## config.mk

```make
export PLATFORM = sky130hd
export DESIGN_NAME = tug_arbiter_flat
export DESIGN_NICKNAME = d
export VERILOG_FILES = /design/src/rtl/tug_arbiter_if.sv /design/src/rtl/tug_arbiter.sv /design/src/flat_wrapper.sv
export SDC_FILE = /design/constraint.sdc
export NUM_CORES = 1
export LEC_CHECK = 0
export BUFFER_PORTS_ARGS = -buffer_cell sky130_fd_sc_hd__buf_4
export CAP_MARGIN = 20
export CORE_MARGIN = 2
export CORE_UTILIZATION = 52
export DETAILED_ROUTE_END_ITERATION = 7
export PLACE_DENSITY = 0.71
export SKIP_CTS_REPAIR_TIMING = 1
export SYNTH_ARGS = -nofsm -noshare
export SYNTH_HDL_FRONTEND = slang
export SYNTH_SLANG_ARGS = --single-unit
export TNS_END_PERCENT = 50
```

## constraint.sdc

```tcl
create_clock -name clk -period 2.2 [get_ports clk]
set_input_delay 0.33 -clock clk [delete_from_list [all_inputs] [get_ports clk]]
set_output_delay 0.33 -clock clk [all_outputs]
set_load 0.005 [all_outputs]
```

## src/rtl/tug_arbiter_if.sv

```systemverilog
// rtl/tug_arbiter_if.sv - player/start inputs and rope/winner outputs of the tug-of-war arbiter
interface tug_arbiter_if #(
    parameter int HALF = 3
);
    logic            start;
    logic            push_l;
    logic            push_r;
    logic [2*HALF:0] leds;
    logic            win_l;
    logic            win_r;
    logic            playing;

    modport master (
        output start, push_l, push_r,
        input  leds, win_l, win_r, playing
    );

    modport slave (
        input  start, push_l, push_r,
        output leds, win_l, win_r, playing
    );
endinterface

```

## src/rtl/tug_arbiter.sv

```systemverilog
// rtl/tug_arbiter.sv - tug-of-war pull arbiter with per-player cooldown.
// Optional macro TUG_TIE_ALT_EN: simultaneous pulls alternate between players instead of cancelling.
module tug_arbiter #(
    parameter int HALF = 3,
    parameter int LOCK = 4
) (
    input  logic          clk,
    input  logic          rst,
    tug_arbiter_if.slave  bus
);
    localparam int NPOS  = 2 * HALF + 1;
    localparam int POS_W = $clog2(NPOS);

    localparam logic [POS_W-1:0] CENTRE      = POS_W'(HALF);
    localparam logic [POS_W-1:0] POS_MAX     = POS_W'(2 * HALF);
    localparam logic [NPOS-1:0]  LEDS_CENTRE = NPOS'(1) << HALF;
    localparam logic [7:0]       LOCK_V      = 8'(LOCK);

    localparam logic [1:0] S_IDLE  = 2'd0;
    localparam logic [1:0] S_PLAY  = 2'd1;
    localparam logic [1:0] S_WIN_L = 2'd2;
    localparam logic [1:0] S_WIN_R = 2'd3;

    logic [1:0]      state_q, state_d;
    logic [POS_W-1:0] pos_q, pos_d;
    logic [NPOS-1:0] leds_q, leds_d;
    logic            win_l_q, win_r_q, playing_q;
    logic [7:0]      cd_l_q, cd_l_d, cd_r_q, cd_r_d;
    logic            prev_l_q, prev_r_q;

    logic rise_l, rise_r, elig_l, elig_r;
    logic take_l, take_r, load_l, load_r;

`ifdef TUG_TIE_ALT_EN
    logic ptr_q, ptr_d;
    logic tie;
`endif

    always_comb begin
        rise_l = bus.push_l & ~prev_l_q;
        rise_r = bus.push_r & ~prev_r_q;
        elig_l = rise_l && (cd_l_q == 8'd0);
        elig_r = rise_r && (cd_r_q == 8'd0);

`ifdef TUG_TIE_ALT_EN
        // ptr_q == 0 favours left; only the granted player is locked out
        tie    = elig_l & elig_r;
        take_l = elig_l & (~elig_r | ~ptr_q);
        take_r = elig_r & (~elig_l | ptr_q);
        load_l = take_l;
        load_r = take_r;
        ptr_d  = ptr_q ^ (tie && (state_q == S_PLAY) && !bus.start);
`else
        // a tie cancels both moves but still costs both players a cooldown
        take_l = elig_l & ~elig_r;
        take_r = elig_r & ~elig_l;
        load_l = elig_l;
        load_r = elig_r;
`endif

        state_d = state_q;
        pos_d   = pos_q;
        cd_l_d  = 8'd0;
        cd_r_d  = 8'd0;

        case (state_q)
            S_IDLE: begin
                pos_d = CENTRE;
                if (bus.start) state_d = S_PLAY;
            end
            S_PLAY: begin
                if (bus.start) begin
                    pos_d = CENTRE;
                end else begin
                    cd_l_d = load_l ? LOCK_V : ((cd_l_q != 8'd0) ? cd_l_q - 8'd1 : 8'd0);
                    cd_r_d = load_r ? LOCK_V : ((cd_r_q != 8'd0) ? cd_r_q - 8'd1 : 8'd0);
                    if (take_l)      pos_d = pos_q - POS_W'(1);
                    else if (take_r) pos_d = pos_q + POS_W'(1);
                    if (pos_d == '0)          state_d = S_WIN_L;
                    else if (pos_d == POS_MAX) state_d = S_WIN_R;
                end
            end
            S_WIN_L, S_WIN_R: begin
                if (bus.start) begin
                    state_d = S_PLAY;
                    pos_d   = CENTRE;
                end
            end
            default: begin
                state_d = S_IDLE;
                pos_d   = CENTRE;
            end
        endcase

        for (int i = 0; i < NPOS; i++) begin
            leds_d[i] = (pos_d == POS_W'(i));
        end
    end

    always_ff @(posedge clk or negedge rst) begin
        if (!rst) begin
            state_q   <= S_IDLE;
            pos_q     <= CENTRE;
            leds_q    <= LEDS_CENTRE;
            win_l_q   <= 1'b0;
            win_r_q   <= 1'b0;
            playing_q <= 1'b0;
            cd_l_q    <= 8'd0;
            cd_r_q    <= 8'd0;
            prev_l_q  <= 1'b0;
            prev_r_q  <= 1'b0;
        end else begin
            state_q   <= state_d;
            pos_q     <= pos_d;
            leds_q    <= leds_d;
            win_l_q   <= (state_d == S_WIN_L);
            win_r_q   <= (state_d == S_WIN_R);
            playing_q <= (state_d == S_PLAY);
            cd_l_q    <= cd_l_d;
            cd_r_q    <= cd_r_d;
            // history tracks buttons in every state so a press held across start is not a pull
            prev_l_q  <= bus.push_l;
            prev_r_q  <= bus.push_r;
        end
    end

`ifdef TUG_TIE_ALT_EN
    always_ff @(posedge clk or negedge rst) begin
        if (!rst) ptr_q <= 1'b0;
        else      ptr_q <= ptr_d;
    end
`endif

    assign bus.leds    = leds_q;
    assign bus.win_l   = win_l_q;
    assign bus.win_r   = win_r_q;
    assign bus.playing = playing_q;
endmodule

```

## src/flat_wrapper.sv

```systemverilog
// flat-port wrapper written by rule: the top's interface ports become plain ports
module tug_arbiter_flat 
#(
    parameter int HALF = 3,
    parameter int LOCK = 4
)
  (clk, rst, bus_start, bus_push_l, bus_push_r, bus_leds, bus_win_l, bus_win_r, bus_playing);
  tug_arbiter_if #(.HALF(HALF)) bus_i ();
  input  logic clk;
  input  logic rst;
  input wire logic [$bits(bus_i.start)-1:0] bus_start;
  input wire logic [$bits(bus_i.push_l)-1:0] bus_push_l;
  input wire logic [$bits(bus_i.push_r)-1:0] bus_push_r;
  output wire logic [$bits(bus_i.leds)-1:0] bus_leds;
  output wire logic [$bits(bus_i.win_l)-1:0] bus_win_l;
  output wire logic [$bits(bus_i.win_r)-1:0] bus_win_r;
  output wire logic [$bits(bus_i.playing)-1:0] bus_playing;
  assign bus_i.start = bus_start;
  assign bus_i.push_l = bus_push_l;
  assign bus_i.push_r = bus_push_r;
  assign bus_leds = bus_i.leds;
  assign bus_win_l = bus_i.win_l;
  assign bus_win_r = bus_i.win_r;
  assign bus_playing = bus_i.playing;
  tug_arbiter #(.HALF(HALF), .LOCK(LOCK)) u_core (.clk(clk), .rst(rst), .bus(bus_i));
endmodule
```

==> flow_summary.json <==
{
  "synth_compound_area_share_pct": 12.8,
  "syn_area_um2": 1680,
  "r2r-end": "u_core.bus.leds[6]",
  "rsz0062_at_grt": "yes",
  "fin_area_um2": 2080,
  "worst_r2r_startpoint": "u_core.cd_l_q[2]",
  "reg2reg_setup_slack_ns": 0.05,
  "place.gp.congestion": 0.826,
  "worst-r2r-cell-count": 7,
  "die_h_um": 60.8,
  "clk-insertion-delay-late_ns": 0.33,
  "required_ns": 2.43,
  "synthArstFlopShare_pct": 100,
  "cts_root_buf": "clkbuf_4",
  "syn_nets": 160,
  "area_growth_pct": 24.1,
  "ys_ff_latch": 33,
  "sw_frac_of_total_pct": 40.1,
  "clk_path_buf_depth": 2,
  "critPathMaxStageDelay_ns": 0.43,
  "grt_max_degree": 34,
  "first_pass_iters": 4,
  "worst-setup-path-type": "flip-flop to flip-flop",
  "power_density_nw_per_um2": 1330,
  "power_switching_uw": 1110,
  "startpoint_type": "flip-flop",
  "skew_ns": 0.00668,
  "hold_path_end": "u_core.prev_l_q",
  "ant_nets": 0,
  "cpMaxStageDelayCell": "dfrtp_1",
  "die_area_um2": 3700,
  "drcViolationCount": 0,
  "drive_gt1_share_pct": 37.0,
  "fmax_ghz": 0.465,
  "final_cell_mix": "dfrtp_1, buf_4, nor2_1",
  "synthXorXnorAreaFrac_pct": 9.91,
  "fp.coreArea_um2": 3050,
  "pwr-share-comb_pct": 52.1,
  "post_dp_cell_area_um2": 1890,
  "num_rows": 20,
  "fillCellCount": 253,
  "synth_cell_type_count": 48,
  "seqPwrFrac_pct": 34.2,
  "fp.dieW_um": 60.8,
  "vias_per_cell": 5.36,
  "nets": 192,
  "min_period_over_period_pct": 97.8,
  "maxSlewHeadroom_pct": 39.3,
  "grt_first_pass_wirelength_mm": 5.06,
  "drv_cap": 0,
  "numCtsBuffers": 5,
  "synth_edf_count": 0,
  "cts.sinks": 33,
  "yosysWarnings": 0,
  "num_vias": 1222,
  "yosysTopAreaCell": "dfrtp_1",
  "path_cells": "nor4_4, and4_4, mux2_4, xnor2_4, a22oi_4, inv_2, and3_4",
  "slew_viol_final": 0,
  "peakVddDrop_v": 0.000616,
  "finalCriticalPeriod_ns": 2.15,
  "grt.overflow.total": 0,
  "hold_viol": 0,
  "netlist_top_cells_area": "dfrtp_1, nor2_1, dfstp_2",
  "wire_per_inst_um": 14.1,
  "synth_top_family_by_area": "simple AND/OR/NAND/NOR gates",
  "syn_area_per_cell_um2": 11.1,
  "internal_power_uw": 1660,
  "drt_iter0_drc": 59,
  "synthAdderAreaFrac_pct": 2.98,
  "utilization_pct": 68.3,
  "path_clk_slew_ns": 0.10,
  "holdCritPathClass": "input port to flip-flop",
  "run_status": "complete, no violations",
  "diodes": 0,
  "p_leak_uw": 0.000959,
  "setup_viol": 0,
  "cts_tree": "done",
  "synth-simple-area-share_pct": 20.6,
  "routed_wl_mm": 3.21,
  "portBuffers": 14,
  "num_io_pins": 15,
  "grt_pass1_vias": 1203,
  "synth_ff_type": "dfrtp_1",
  "antenna_found_initial": 0,
  "synth_top_area_share_pct": 44.7,
  "end_kind": "flip-flop",
  "clock_power_share_pct": 13.7,
  "worstHoldStart": "bus_push_l",
  "worst_pin_slew_ns": 0.903,
  "htree_levels": 2,
  "synth_seq_area_share_pct": 49.4,
  "final_common_cell": "dfrtp_1",
  "place.detailed.hpwl_mm": 2.16,
  "initial_utilization_pct": 55.0,
  "cp.arrival_ns": 2.38,
  "grt.total_usage_pct": 19.1,
  "holdPathStages": 1,
  "synth_mux_area_share_pct": 1.56,
  "cp_max_fo": 5,
  "syn_inst": 151
}
==> metal layers <==
metal | vias to the layer above | part of all wire, % | track usage [%] | routed length (µm)
met5 | - | 0 | 0 | 0
met4 | 0 | 1.5 | 9.32 | 48
met3 | 4 | 2.3 | 5.12 | 75
met2 | 12 | 52 | 31.8 | 1670
met1 | 615 | 44 | 22.9 | 1420
li1 | 591 | - | - | -
==> kinds of logic after synthesis <==
kind of cell,count (synthesis)
AND/OR/NAND/NOR,61
flip-flops,33
AO/OA/AOI/OAI,24
XOR/XNOR,16
buffers and inverters,11
adder cells (fa/ha/maj),4
multiplexers,2
==> Yosys cell counts, types with 2 or more instances <==
cell type,number
dfrtp_1,30
nor2_1,23
inv_1,8
xnor2_1,8
nor3_1,7
xor2_1,6
nand2_1,5
ha_1,4
o21ai_1,4
a21oi_1,3
and3_1,3
dfstp_2,3
nand2b_1,3
a22oi_4,2
inv_2,2
nand3_1,2
nand4_1,2
nor2b_1,2
nor3_2,2
nor4_1,2
nor4_4,2
o22ai_1,2
==> through the flow <==
stage | setup slack (ns) | cells | hold slack [ns] | total power (µW) | setup TNS, ns
final | 0.0484 | 228 | 0.114 | 2780 | 0
after detailed placement | -0.00841 | 216 | 0.292 | 2240 | -0.00841
after CTS | -0.0261 | 224 | -0.0725 | 2640 | -0.0295
after global routing | -0.0521 | 228 | 0.0864 | 3000 | -0.298
after global placement | 0.0344 | 216 | 0.284 | 2190 | 0
after floorplan | 0.0882 | 151 | 0.0344 | 1880 | 0
==> how the worst max path moves through the flow <==
stage	startpoint	to	slack [ns]	depth (start not counted)
5_1_grt	u_core.cd_r_q[1]	u_core.bus.leds[6]	-0.05	9
2_1_floorplan	u_core.cd_r_q[0]	u_core.bus.win_l	0.09	8
4_1_cts	u_core.cd_l_q[2]	u_core.bus.win_r	-0.03	7
3_3_place_gp	u_core.cd_l_q[3]	u_core.bus.leds[6]	0.03	7
3_5_place_dp	u_core.cd_l_q[3]	u_core.bus.win_r	-0.008	7
6_report	u_core.cd_l_q[2]	u_core.bus.leds[6]	0.05	7
==> area by class of cell <==
cell class | instances | area [µm²] | area share, %
clock inverters | 1 | 5.00 | 0.240
flip-flops and latches | 33 | 830 | 39.8
well taps | 44 | 55.1 | 2.64
multi-input cells | 107 | 895 | 42.9
clock buffers | 7 | 65.1 | 3.12
inverters | 10 | 37.5 | 1.80
repair buffers | 26 | 198 | 9.48
==> power by group through the flow <==
stage	logic (µW)	clock network, µW	registers [µW]
2_1_floorplan	956	0	926
3_3_place_gp	1260	0	937
3_5_place_dp	1300	0	946
4_1_cts	1310	392	934
5_1_grt	1610	418	967
6_report	1450	381	948
==> flip-flops by register name, indices dropped and copies added (netlist names) <==
register            count
u_core.bus.win_r        1
u_core.prev_r_q         1
u_core.cd_l_q           8
u_core.bus.playing      1
u_core.prev_l_q         1
u_core.state_q          2
u_core.cd_r_q           8
u_core.bus.leds         7
u_core.bus.win_l        1
u_core.pos_q            3
==> worst max-delay path, delay by kind of cell, from the launching register on <==
kind / cells / cell delay, ns
buffers and inverters: 1 / 0.09
AO/OA/AOI/OAI: 1 / 0.19
XOR/XNOR: 1 / 0.18
multiplexers: 1 / 0.36
AND/OR/NAND/NOR: 3 / 0.80
flip-flops: 1 / 0.43
(Power assumes the default switching activity.)
